**config.mk**
```make
export PLATFORM = sky130hd
export DESIGN_NAME = prold_loader
export DESIGN_NICKNAME = d
export VERILOG_FILES = /design/src/rtl/prold_loader.sv
export SDC_FILE = /design/constraint.sdc
export NUM_CORES = 1
export LEC_CHECK = 0
export ABC_AREA = 1
export CORE_AREA = 5 5 135 105
export CTS_CLUSTER_SIZE = 14
export DETAILED_ROUTE_END_ITERATION = 10
export DIE_AREA = 0 0 140 110
export PLACE_DENSITY = 0.84
export SLEW_MARGIN = 5
export SYNTH_ARGS = -nofsm -noshare
export SYNTH_HDL_FRONTEND = slang
export SYNTH_SLANG_ARGS = --single-unit
```
**constraint.sdc**
```tcl
create_clock -name i_clk -period 5.8 [get_ports i_clk]
set_input_delay 1.16 -clock i_clk [delete_from_list [all_inputs] [get_ports i_clk]]
set_output_delay 1.16 -clock i_clk [all_outputs]
set_load 0.02 [all_outputs]
```
**src/rtl/prold_loader.sv**
```systemverilog
// prold_loader -- program-load sequencer for the instruction fetch unit.
//
// Consumes a UART byte stream made of a 4-byte big-endian word count N and
// then N big-endian 32-bit instructions. Each instruction is presented to
// the fetch unit as a one-cycle prold_order strobe with its address and data.
// prold_mode stays high until the last write has retired.
//
// Optional feature macro: PROLD_LOADER_CHECKSUM_EN
//   When defined, one trailing byte follows the data. It must equal the XOR
//   of all 4N data bytes. On a mismatch err is set and done is suppressed.
//
// Ports:
//   i_clk          clock, all state on the rising edge
//   i_rstn         asynchronous active-low reset
//   i_start        one-cycle load request, honoured only in IDLE
//   i_rx_valid     byte available from the UART receiver
//   i_rx_data      received byte
//   o_rx_ready     byte consumed when i_rx_valid & o_rx_ready
//   o_prold_mode   fetch unit in load mode (prefetch halted)
//   o_prold_order  one-cycle write strobe for o_prold_pc / o_prold_data
//   o_prold_pc     byte address of the word being written
//   o_prold_data   instruction word being written
//   o_busy         high in every state except IDLE
//   o_done         one-cycle pulse on error-free completion
//   o_err          sticky error flag, cleared by the next accepted start
module prold_loader #(
  parameter int LEN_WORD     = 32,
  parameter int BASE_PC      = 0,
  parameter int MAX_WORDS    = 16384,
  parameter int DRAIN_CYCLES = 3
) (
  input  logic                i_clk,
  input  logic                i_rstn,
  input  logic                i_start,
  input  logic                i_rx_valid,
  input  logic [7:0]          i_rx_data,
  output logic                o_rx_ready,
  output logic                o_prold_mode,
  output logic                o_prold_order,
  output logic [LEN_WORD-1:0] o_prold_pc,
  output logic [LEN_WORD-1:0] o_prold_data,
  output logic                o_busy,
  output logic                o_done,
  output logic                o_err
);

  localparam int WCW = $clog2(MAX_WORDS + 1);
  localparam int DCW = (DRAIN_CYCLES < 1) ? 1 : $clog2(DRAIN_CYCLES + 1);

  typedef enum logic [2:0] {
    S_IDLE,
    S_LEN,
    S_DATA,
    S_CSUM,
    S_DRAIN
  } state_t;

  state_t              r_state;
  logic                r_rx_ready;
  logic                r_mode;
  logic                r_order;
  logic [LEN_WORD-1:0] r_pc;
  logic [LEN_WORD-1:0] r_data;
  logic                r_busy;
  logic                r_done;
  logic                r_err;
  logic [1:0]          r_byte_cnt;
  logic [WCW-1:0]      r_word_cnt;
  logic [31:0]         r_len;
  logic [23:0]         r_shift;
  logic [DCW-1:0]      r_dcnt;
`ifdef PROLD_LOADER_CHECKSUM_EN
  logic [7:0]          r_csum;
`endif

  logic                w_accept;
  logic [31:0]         w_len_next;
  logic [31:0]         w_word_next;
  logic [WCW-1:0]      w_last;

  assign w_accept    = i_rx_valid & r_rx_ready;
  assign w_len_next  = {r_len[23:0], i_rx_data};
  assign w_word_next = {r_shift, i_rx_data};
  // Index of the final word; N has already been range-checked against MAX_WORDS.
  assign w_last      = WCW'(r_len - 32'd1);

  always_ff @(posedge i_clk or negedge i_rstn) begin
    if (!i_rstn) begin
      r_state    <= S_IDLE;
      r_rx_ready <= 1'b0;
      r_mode     <= 1'b0;
      r_order    <= 1'b0;
      r_pc       <= '0;
      r_data     <= '0;
      r_busy     <= 1'b0;
      r_done     <= 1'b0;
      r_err      <= 1'b0;
      r_byte_cnt <= '0;
      r_word_cnt <= '0;
      r_len      <= '0;
      r_shift    <= '0;
      r_dcnt     <= '0;
`ifdef PROLD_LOADER_CHECKSUM_EN
      r_csum     <= '0;
`endif
    end else begin
      r_order <= 1'b0;
      r_done  <= 1'b0;
      // Address advances in the cycle after each strobe, so the strobe
      // cycle always shows the address of the word being written.
      if (r_order) r_pc <= r_pc + LEN_WORD'(4);

      case (r_state)
        S_IDLE: begin
          if (i_start) begin
            r_state    <= S_LEN;
            r_mode     <= 1'b1;
            r_busy     <= 1'b1;
            r_rx_ready <= 1'b1;
            r_pc       <= LEN_WORD'(BASE_PC);
            r_err      <= 1'b0;
            r_byte_cnt <= '0;
            r_word_cnt <= '0;
`ifdef PROLD_LOADER_CHECKSUM_EN
            r_csum     <= '0;
`endif
          end
        end

        S_LEN: begin
          if (w_accept) begin
            r_len      <= w_len_next;
            r_byte_cnt <= r_byte_cnt + 2'd1;
            if (r_byte_cnt == 2'd3) begin
              if (w_len_next == '0) begin
                r_state    <= S_DRAIN;
                r_rx_ready <= 1'b0;
                r_dcnt     <= '0;
              end else if (w_len_next > 32'(MAX_WORDS)) begin
                r_state    <= S_IDLE;
                r_err      <= 1'b1;
                r_mode     <= 1'b0;
                r_busy     <= 1'b0;
                r_rx_ready <= 1'b0;
              end else begin
                r_state <= S_DATA;
              end
            end
          end
        end

        S_DATA: begin
          if (w_accept) begin
            r_shift    <= w_word_next[23:0];
            r_byte_cnt <= r_byte_cnt + 2'd1;
`ifdef PROLD_LOADER_CHECKSUM_EN
            r_csum     <= r_csum ^ i_rx_data;
`endif
            if (r_byte_cnt == 2'd3) begin
              r_order    <= 1'b1;
              r_data     <= LEN_WORD'(w_word_next);
              r_word_cnt <= r_word_cnt + WCW'(1);
              if (r_word_cnt == w_last) begin
`ifdef PROLD_LOADER_CHECKSUM_EN
                r_state    <= S_CSUM;
`else
                r_state    <= S_DRAIN;
                r_rx_ready <= 1'b0;
                r_dcnt     <= '0;
`endif
              end
            end
          end
        end

`ifdef PROLD_LOADER_CHECKSUM_EN
        S_CSUM: begin
          if (w_accept) begin
            // The writes are already committed; a bad checksum only flags err.
            if (i_rx_data != r_csum) r_err <= 1'b1;
            r_state    <= S_DRAIN;
            r_rx_ready <= 1'b0;
            r_dcnt     <= '0;
          end
        end
`endif

        S_DRAIN: begin
          if (r_dcnt == DCW'(DRAIN_CYCLES)) begin
            r_state <= S_IDLE;
            r_done  <= ~r_err;
            r_mode  <= 1'b0;
            r_busy  <= 1'b0;
          end else begin
            r_dcnt <= r_dcnt + DCW'(1);
          end
        end

        default: begin
          r_state    <= S_IDLE;
          r_mode     <= 1'b0;
          r_busy     <= 1'b0;
          r_rx_ready <= 1'b0;
        end
      endcase
    end
  end

  assign o_rx_ready    = r_rx_ready;
  assign o_prold_mode  = r_mode;
  assign o_prold_order = r_order;
  assign o_prold_pc    = r_pc;
  assign o_prold_data  = r_data;
  assign o_busy        = r_busy;
  assign o_done        = r_done;
  assign o_err         = r_err;

endmodule

```
* Word-level counts from Yosys, hierarchy flattened
Index checks and enable logic that the tools add are counted.
Operators by class: multiplexer cells 53, eq/ne operators 19, reduce and logical (&&, ||, !) cells 17, bitwise logic cells 4, $lt $le $gt $ge 1, add/sub/neg operators 5
Operators by type and width (count):
- $mux 32 | 3
- $mux 15 | 3
- $add 32x3->32 const B | 1
- $gt 32x15->1 const B | 1
- $logic_not 32->1 | 1
- $pmux 15 s2 | 1
- $mux 3 | 8
- $mux 1 | 22
- $ne 2x2->1 const B | 11
- $mux 2 | 10
- $reduce_and 8->1 | 2
- $add 15x1->15 const B | 1
- $eq 15x15->1 | 1
- $sub 15x1->15 const B | 1
- $reduce_and 7->1 | 2
- $pmux 3 s4 | 1
- $pmux 1 s4 | 2
- $pmux 2 s3 | 1
- $reduce_and 3->1 | 2
- $reduce_and 6->1 | 1
- $reduce_bool 2->1 | 3
- $add 2x1->2 const B | 2
- $eq 2x2->1 const B | 2
- $pmux 2 s2 | 1
- 13 further kinds | 16
Word-level totals: flip-flop bits (word level) 139, input port bits 12, word-level logic and storage cells 112, output and inout bits 70

* Longest topological paths before layout
Gate-level depths: netlist (run 1).
word-level depth 6, mapped depth 16, gate-level depth less buffers 15

* Least setup slack after synthesis (run 1)
Ideal clock, no wire load.
path type input to register, from in i_rx_data[6], to reg r_dcnt[0], setup time 0.116 ns, stages 10, data required time 5.684 ns, data arrival time 2.067 ns, setup slack 3.617 ns, buffers on the path 0, cell sequence inv_1 nand4_1 nor2_1 nand2_1 nor2_1 nor2_1 nor3_2 nand2_1 nand2_1 nand2_1
On the way: longest elaborated chain between the ends 3
Ends and longest elaborated chain:
- start: declaration | RTL line 36 | input logic [7:0] i_rx_data,
- $logic_not 32->1 | RTL line 135 | if (w_len_next == '0) begin
- $ne 2x2->1 (no line)
- $reduce_and 8->1 (no line)
- end signal: assignment | RTL line 195 | r_dcnt <= r_dcnt + DCW'(1);
- end: declaration | RTL line 71 | logic [DCW-1:0] r_dcnt;
Every way passes these cells. A chain may end at the register's enable or synchronous reset.

* Worst setup path after layout (run 1)
from reg r_order, in the netlist o_prold_order, to out o_prold_order
RTL lines:
- start: declaration | RTL line 61 | logic r_order;
- start signal: assignment | RTL line 92 | r_order <= 1'b0;
- start signal: assignment | RTL line 107 | r_order <= 1'b0;
- start signal: assignment | RTL line 160 | r_order <= 1'b1;
- end: declaration | RTL line 39 | output logic o_prold_order,
No word-level cell between the ends.

==> results_dict.tcl, run 1 <==
set metrics [dict create \
    outcome "completed" \
    vias 5712 \
    cts_resized 0 \
    synth-edff-count 0 \
    cts_buffers 17 \
    avgRoutedWirePerCell_um 14.3 \
    critPathMaxFanout 11 \
    setup_violations 0 \
    ys_ff_latch 137 \
    dr.pass1.iters 5 \
    detail_route.iter0.violations 436 \
    final_common_cell "nand2_1" \
    detail_route.wirelength_um 15600 \
    port_buffers 79 \
    synth_warnings 0 \
    drive_gt1_share_pct 9.63 \
    dieArea_um2 15400 \
    postRouteAntennaNets 0 \
    antenna_found_initial 0 \
    min_from "r_len[23]" \
    fin_util_pct 65.8 \
    yosysUniqueCellTypes 43 \
    critPathCaptureType "output port" \
    dieWidth_um 140 \
    die_h_um 110 \
    post-route-period-util_pct 48.7 \
    critPathLaunchType "flop" \
    finClkSkew_ps 8.91 \
    synthArstFlopShare_pct 100 \
    r2r_cells 5 \
    cp-startpoint "o_prold_order" \
    drc 0 \
    tightest_slew_ps 1170 \
    hold_ws_ps 482 \
    p_per_area_nw_per_um2 391 \
    rrSetupSlack_ps 3530 \
    ir_drop_mv 0.238 \
    synth_area_leaders "dfrtp_1, nand2_1, o21ai_0" \
    crit_type "reg2out" \
    finalNetCount 928 \
    post_cts_buffers 0 \
    layout_setup_ws_ps 2970 \
    drv_slew 0 \
    met3_usage_pct 5.74 \
    dp_slack_ps 2580 \
    ys.flop_type "dfrtp_1" \
    crit_family "buffers and inverters" \
    cts_root_buf "clkbuf_16" \
    synthCells 833 \
    grt_first_pass_wirelength_um 26400 \
    grt_use_met1_pct 30.8 \
    cts_tree "done" \
    hold_end "r_len[23]" \
    place_congestion 0.872 \
    slowest_delay_ps 680 \
    leakagePower_nw 3.89 \
    clock_latency_ps 420 \
    grt_max_degree 87 \
    busiest_layer "met2" \
    hp-class "reg2reg" \
    grt_pass1_vias 5490 \
    start_util_pct 53.8 \
    area_growth_pct 22.2 \
    mostFrequentLayoutCells "nand2_1, dfrtp_1, inv_1, o21ai_0, clkdlybuf4s50_1" \
    core-area_um2 12700 \
    achievable-frequency_mhz 354 \
    critPathRequiredTime_ps 4640 \
    overflow 0 \
    tns_ps 0 \
    slowest_stage "clkdlybuf4s50_1" \
    hold_viol_final 0 \
    path_clk_slew_ps 60 \
    synth_area_um2 6840 \
    rsz0062_at_grt "false" \
    cts.sinks 137 \
    via_per_inst 5.22 \
    met2_usage_pct 31.7 \
    synth_seq_area_share_pct 50.2 \
    worstPathArrival_ps 1670 \
    holdBufCountCts 0 \
    syn_area_per_cell_um2 8.21 \
    synth_top_area_share_pct 50.2 \
    fin_crit_ps 2830 \
    min_delay_path_depth 2 \
    r2r-start "r_state[2]" \
    io_pins 82 \
    hpwl_um 11000 \
    max_slew_margin_pct 21.7 \
    crit_path_cell_trace "clkdlybuf4s50_1" \
    cap_violations 0 \
    yosys.area.top_type "dfrtp_1" \
    diodes 0 \
    grt_use_total_pct 21.3 \
    reg2reg_to "r_len[16]" \
    critical_path_buf_inv_count 1 \
    h-tree-depth 4 \
    clk_path_buf_depth 2 \
    placementRows 36 \
]
-- routing by layer --
layer | vias to the layer above | wire length (um) | share of wire, %
li1 | 2832 | - | -
met1 | 2689 | 7490 | 48
met2 | 173 | 6990 | 45
met3 | 18 | 975 | 6.2
met4 | 0 | 190 | 1.2
met5 | - | 0 | 0
-- through the flow --
stage / instance area [um^2] / power, W / instances
after floorplan: 6840 / 0.00195 / 834
after global placement: 7750 / 0.00215 / 1063
after detailed placement: 7750 / 0.00219 / 1063
after CTS: 8350 / 0.00328 / 1095
after global routing: 8350 / 0.00348 / 1095
final: 8350 / 0.00327 / 1095
-- cell type report --
class | count | area (um^2)
Inverter | 111 | 419
Clock buffer | 17 | 425
Tap cell | 171 | 214
Multi-Input combinational cell | 562 | 2880
Timing Repair Buffer | 82 | 815
Sequential cell | 137 | 3430
Clock inverter | 15 | 173
Fill cell | 1007 | 4350
-- worst max-delay path by stage --
stage / to / slack [ps] / depth (start not counted)
after floorplan: r_dcnt[0] / 3620 / 10
after global placement: r_len[21] / 2620 / 5
after detailed placement: o_prold_data[3] / 2580 / 8
after CTS: o_prold_order / 2970 / 1
after global routing: o_prold_data[11] / 2810 / 8
final: o_prold_order / 2970 / 1
-- sequential cells by signal (all words and copies together), names as in the netlist --
register and cells:
o_prold_data 32, o_prold_pc 30, r_len 24, r_shift 24, r_word_cnt 15, r_state 3, r_byte_cnt 2, r_dcnt 2
o_busy 1, o_done 1, o_err 1, o_prold_order 1, o_rx_ready 1
-- Yosys cell counts, types with 3 or more instances --
cell and n:
nand2_1 192, dfrtp_1 137, inv_1 104, o21ai_0 96
nor2_1 74, nand3_1 34, a21oi_1 28, nor3_1 24
xor2_1 18, clkbuf_1 16, nand4_1 12, nor2_2 12
xnor2_1 10, nand2_2 7, nand3b_1 7, inv_2 6
mux2_2 6, ha_1 5, buf_4 4, nor2_4 4
nor3_2 4, a211oi_1 3, or2_2 3
-- report_power, final --
group          internal (W)  switching, W  leakage [nW]  total, W
clock network      0.000616      0.000469         0.289   0.00109
registers           0.00114      0.000151          1.76   0.00130
logic              0.000326      0.000561          1.84  0.000887
total               0.00209       0.00118          3.89   0.00327
-- logic make-up (layout without fill, tap and decap cells) --
group,after synthesis,after routing,share of synthesized area (%)
flops,137,137,50.2
other cells,1,2,0.0549
mux,6,6,0.988
buf+inv,135,225,7.82
fa+ha+maj,5,5,0.915
xor+xnor,28,28,3.59
compound gates,136,136,10.4
simple gates,385,385,26.1
(Power assumes the default switching activity.)
==> run 2: changes to the inputs <==
- clock period: 5.8 -> 2.9 ns (I/O delays scaled with it)
==> run 2 against run 1 <==
Net effect:
- cell area rose by 0.57%
- flip-flop and latch count unchanged
- clock skew barely moved
- clock power increased by 100%
- highest routed layer unchanged
==> results_dict.tcl, run 2 (synthesis results as in run 1) <==
set metrics [dict create \
    grt_pass1_vias 5520 \
    avgRoutedWirePerCell_um 14.7 \
    met2_usage_pct 32.8 \
    h-tree-depth 4 \
    cts_resized 0 \
    path_clk_slew_ps 60 \
    hold_ws_ps 159 \
    grt_first_pass_wirelength_um 27100 \
    outcome "completed" \
    power.total_w 0.00662 \
    drc 0 \
    p_per_area_nw_per_um2 788 \
    mostFrequentLayoutCells "nand2_1, dfrtp_1, inv_1, o21ai_0, clkdlybuf4s50_1" \
    dieWidth_um 140 \
    fin_crit_ps 2250 \
    largest_reg_flops 32 \
    critPathMaxFanout 11 \
    post_cts_buffers 0 \
    met3_usage_pct 5.61 \
    postRouteAntennaNets 0 \
    crit_type "reg2out" \
    detail_route.iter0.violations 525 \
    drive_gt1_share_pct 9.92 \
    grt_use_total_pct 22.0 \
    dr.pass1.iters 6 \
    post-route-period-util_pct 77.4 \
    cap_violations 0 \
    diodes 0 \
    critical_path_buf_inv_count 1 \
    finalNetCount 931 \
    max_slew_margin_pct 38.7 \
    setup_violations 0 \
    die_h_um 110 \
    core-area_um2 12700 \
    clk_path_buf_depth 2 \
    overflow 0 \
    p_int_w 0.00429 \
    hpwl_um 11200 \
    crit_family "buffers and inverters" \
    p_sw_share_pct 35.2 \
    antenna_found_initial 0 \
    tns_ps 0 \
    clock_latency_ps 420 \
    port_buffers 79 \
    placementRows 36 \
    rsz0062_at_grt "false" \
    dieArea_um2 15400 \
    area_growth_pct 22.9 \
    finClkSkew_ps 9.00 \
    critPathCaptureType "output port" \
    io_pins 82 \
    critPathLaunchType "flop" \
    slowest_delay_ps 680 \
    fin_util_pct 66.1 \
    cts_root_buf "clkbuf_16" \
    drv_slew 0 \
    p_seq_share_pct 39.2 \
    crit_path_cell_trace "clkdlybuf4s50_1" \
    switchingPower_w 0.00233 \
    cts_tree "done" \
    via_per_inst 5.24 \
    start_util_pct 53.8 \
    final_area_um2 8400 \
    p_comb_share_pct 27.2 \
    tightest_slew_ps 918 \
    pwr-share-clk_pct 33.6 \
    cts_buffers 17 \
    ir_drop_mv 0.556 \
    leakagePower_nw 3.91 \
    place_area_um2 7790 \
    slowest_stage "clkdlybuf4s50_1" \
    grt_use_met1_pct 32.3 \
    achievable-frequency_mhz 445 \
    hold_viol_final 0 \
    hp-class "in2async" \
    grt_max_degree 70 \
    critPathRequiredTime_ps 2320 \
    final_common_cell "nand2_1" \
    place_congestion 0.872 \
    vias 5754 \
    worstPathArrival_ps 1670 \
    cts.sinks 137 \
    holdBufCountCts 0 \
    detail_route.wirelength_um 16200 \
    busiest_layer "met2" \
]
[run 2: cell count changes in the layout (fill, tap and decap cells not counted), sizes merged]
cell / before / now
inv: 121 / 117
buf: 4 / 7
clkbuf: 17 / 19
bufinv: 1 / 2
clkinvlp: 2 / 3
[run 2: metrics by stage]
step,cells,setup WS [ps]
6_report,1098,655
2_1_floorplan,834,1050
3_3_place_gp,1066,481
3_5_place_dp,1066,324
4_1_cts,1098,638
5_1_grt,1098,541
[run 2: routing by layer]
metal	vias up	wire, um
li1	2821	-
met1	2707	7610
met2	209	7270
met3	17	1120
met4	0	158
met5	-	0
[run 2: layout make-up]
cell class / instances / area [um^2]
fill: 1018 / 4300
sequential: 137 / 3430
multi-input combinational: 562 / 2880
timing repair buffer: 85 / 850
clock buffer: 19 / 453
inverter: 111 / 419
tap: 171 / 214
clock inverter: 13 / 158
[run 2: final timing paths]
path	depth (start not counted)	to	slack, ps	startpoint
min in group i_clk	2	r_shift[20]	480	r_shift[12]
max in group asynchronous	2	r_state[1]	1970	i_rstn
min	1	o_prold_data[5]	160	i_rstn
max reg2reg	15	r_dcnt[0]	760	r_len[0]
min reg2reg	2	r_shift[20]	480	r_shift[12]
max	1	o_prold_order	650	o_prold_order
[run 2: power by group through the flow]
stage	registers [W]	logic, W	clock network, W
2_1_floorplan	0.00257	0.00134	0
3_3_place_gp	0.00261	0.00172	0
3_5_place_dp	0.00262	0.00179	0
4_1_cts	0.00259	0.00180	0.00225
5_1_grt	0.00264	0.00205	0.00233
6_report	0.00260	0.00180	0.00222
==> run 3: changes to the inputs <==
- CORE_AREA: 5 5 135 105 -> 5 5 140 109
- DIE_AREA: 0 0 140 110 -> 0 0 145 114
- PLACE_DENSITY: 0.84 -> 0.82
- clock period: 2.9 -> 1.84 ns (I/O delays scaled with it)
==> run 3 against run 2 <==
Net effect:
- the flow now finishes with violations (negative setup slack)
- clock skew rose by 5.0 ps
- core utilization rose by 1.0 points
- sequential share of layout area decreased by 4.0 points
- global-route usage shrank 0.59 points
- via count rose by 7.5%
- final cell count is 8.6% higher
- worst hold slack gained 200 ps
- routed wire length rose by 8.7%
- critical path depth is 11 higher
- worst setup slack worse by 700 ps
- flip-flop and latch count unchanged
- power grew 75%
- largest power group unchanged
==> results_dict.tcl, run 3 (synthesis results as in run 1) <==
set metrics [dict create \
    start_util_pct 49.1 \
    grt_max_degree 65 \
    power.total_w 0.0116 \
    grt_first_pass_wirelength_um 29200 \
    slowest_stage "dfrtp_1" \
    layout_setup_ws_ps -46.3 \
    fillers 1056 \
    hp-class "in2async" \
    worstPathArrival_ps 2190 \
    vias 6188 \
    core-area_um2 13900 \
    crit_path_cell_trace "ha_2, nand3_2, nor2_2, nand2_1, inv_2, nand2_4, nor2_4, nand2_2, nor3_4, nand2_1, xor2_1, nor2_1" \
    cap_violations 0 \
    overflow 0 \
    drive_gt1_share_pct 22.4 \
    grt_pass1_vias 6083 \
    antenna_found_initial 0 \
    drv_slew 0 \
    dieWidth_um 145 \
    drc 0 \
    grt_use_total_pct 21.4 \
    fin_util_pct 67.2 \
    rsz0062_at_grt "true" \
    finClkSkew_ps 14.0 \
    critPathMaxFanout 4 \
    achievable-frequency_mhz 530 \
    cts_root_buf "clkbuf_16" \
    die_h_um 114 \
    finalNetCount 1016 \
    dieArea_um2 16500 \
    multi_input_area_um2 3110 \
    fin_crit_ps 1890 \
    final_common_cell "nand2_1" \
    ir_drop_mv 0.688 \
    crit_type "reg2reg" \
    io_pins 82 \
    cp_common_cell "nand2_1" \
    via_per_inst 5.19 \
    cts_tree "done" \
    hold_viol_final 0 \
    p_per_area_nw_per_um2 1240 \
    path_clk_slew_ps 70 \
    clock_latency_ps 420 \
    avgRoutedWirePerCell_um 14.7 \
    placementRows 38 \
    mostFrequentLayoutCells "nand2_1, dfrtp_1, inv_1, o21ai_0, buf_4" \
    clk_path_buf_depth 2 \
    detail_route.wirelength_um 17600 \
    cts.sinks 137 \
    post-route-period-util_pct 103 \
    critPathRequiredTime_ps 2140 \
    port_buffers 79 \
    critPathCaptureType "flop" \
    tns_ps -97.9 \
    hold_ws_ps 360 \
    setup_violations 4 \
    hpwl_um 12100 \
    largest_reg_flops 32 \
    h-tree-depth 4 \
    dr.pass1.iters 5 \
    cts_buffers 17 \
    detail_route.iter0.violations 495 \
    postRouteAntennaNets 0 \
    register_area_um2 3440 \
    place_congestion 0.900 \
    slowest_delay_ps 370 \
    diodes 0 \
    outcome "finished with violations" \
    area_growth_pct 36.9 \
    violations "negative setup slack" \
    critPathLaunchType "flop" \
    leakagePower_nw 4.62 \
]
==> run 3: changes by cell type in the layout (fill, tap and decap cells not counted), moves of 9 or more <==
cell,change
dfrtp_1,-10
dlygate4sd2_1,+23
buf_4,+76
nand2_1,-9
clkdlybuf4s50_1,-26
nor2_1,-11
dfrtp_2,+10
==> run 3: worst paths after layout <==
kind                          startpoint        endpoint  slack (ps)  cells past startpoint
min in group i_clk             r_len[23]       r_len[23]         480                      2
setup / recovery           o_prold_pc[3]  o_prold_pc[22]         -50                     12
hold reg to reg                r_len[23]       r_len[23]         480                      2
hold / removal                    i_rstn        r_len[6]         360                      2
setup reg to reg           o_prold_pc[3]  o_prold_pc[22]         -50                     12
max in group asynchronous         i_rstn      r_state[0]         860                      3
==> run 3: routing by layer <==
layer / up-vias / GRT usage (%) / part of all wire [%]
met5: - / 0 / 0
met4: 0 / 6.15 / 1.3
met3: 29 / 4.21 / 4.8
met2: 185 / 33.1 / 47
met1: 2954 / 30.9 / 46
li1: 3020 / - / -
==> run 3: stage by stage <==
step / cells / worst slack (ps) / area, um^2
6_report: 1192 / -46.3 / 9360
3_5_place_dp: 1141 / -172 / 8360
3_3_place_gp: 1141 / -155 / 8360
2_1_floorplan: 834 / 19.0 / 6840
4_1_cts: 1181 / -7.73 / 9120
5_1_grt: 1192 / -166 / 9360
==> run 3: report_power, final <==
group	switching, W	internal (W)
combinational	0.00220	0.00171
sequential	0.000471	0.00362
clock	0.00148	0.00208
==> run 3: cell type report <==
cell class / count / share of cell area (%)
Sequential cell: 137 / 36.8
Clock buffer: 17 / 4.55
Clock inverter: 15 / 2.06
Tap cell: 180 / 2.41
Timing Repair Buffer: 170 / 16.5
Multi-Input combinational cell: 562 / 33.3
Inverter: 111 / 4.48
==> run 3: timing repair <==
item | 4_1_cts | 5_1_grt
hold endpoints to repair | 16 | 0
gates cloned | 0 | 0
hold buffers | 1 | 0
endpoints found under the setup margin | 28 | 32
pin swaps | 18 | 24
setup buffers | 8 | 11
resized for setup | 55 | 52
==> run 3: worst max-delay path: cells and delay by family, from the launching register on <==
family        cells  cell delay, ps
xor+xnor          1             140
buf+inv           1              80
fa+ha+maj         1             210
flops             1             370
simple gates      9             970
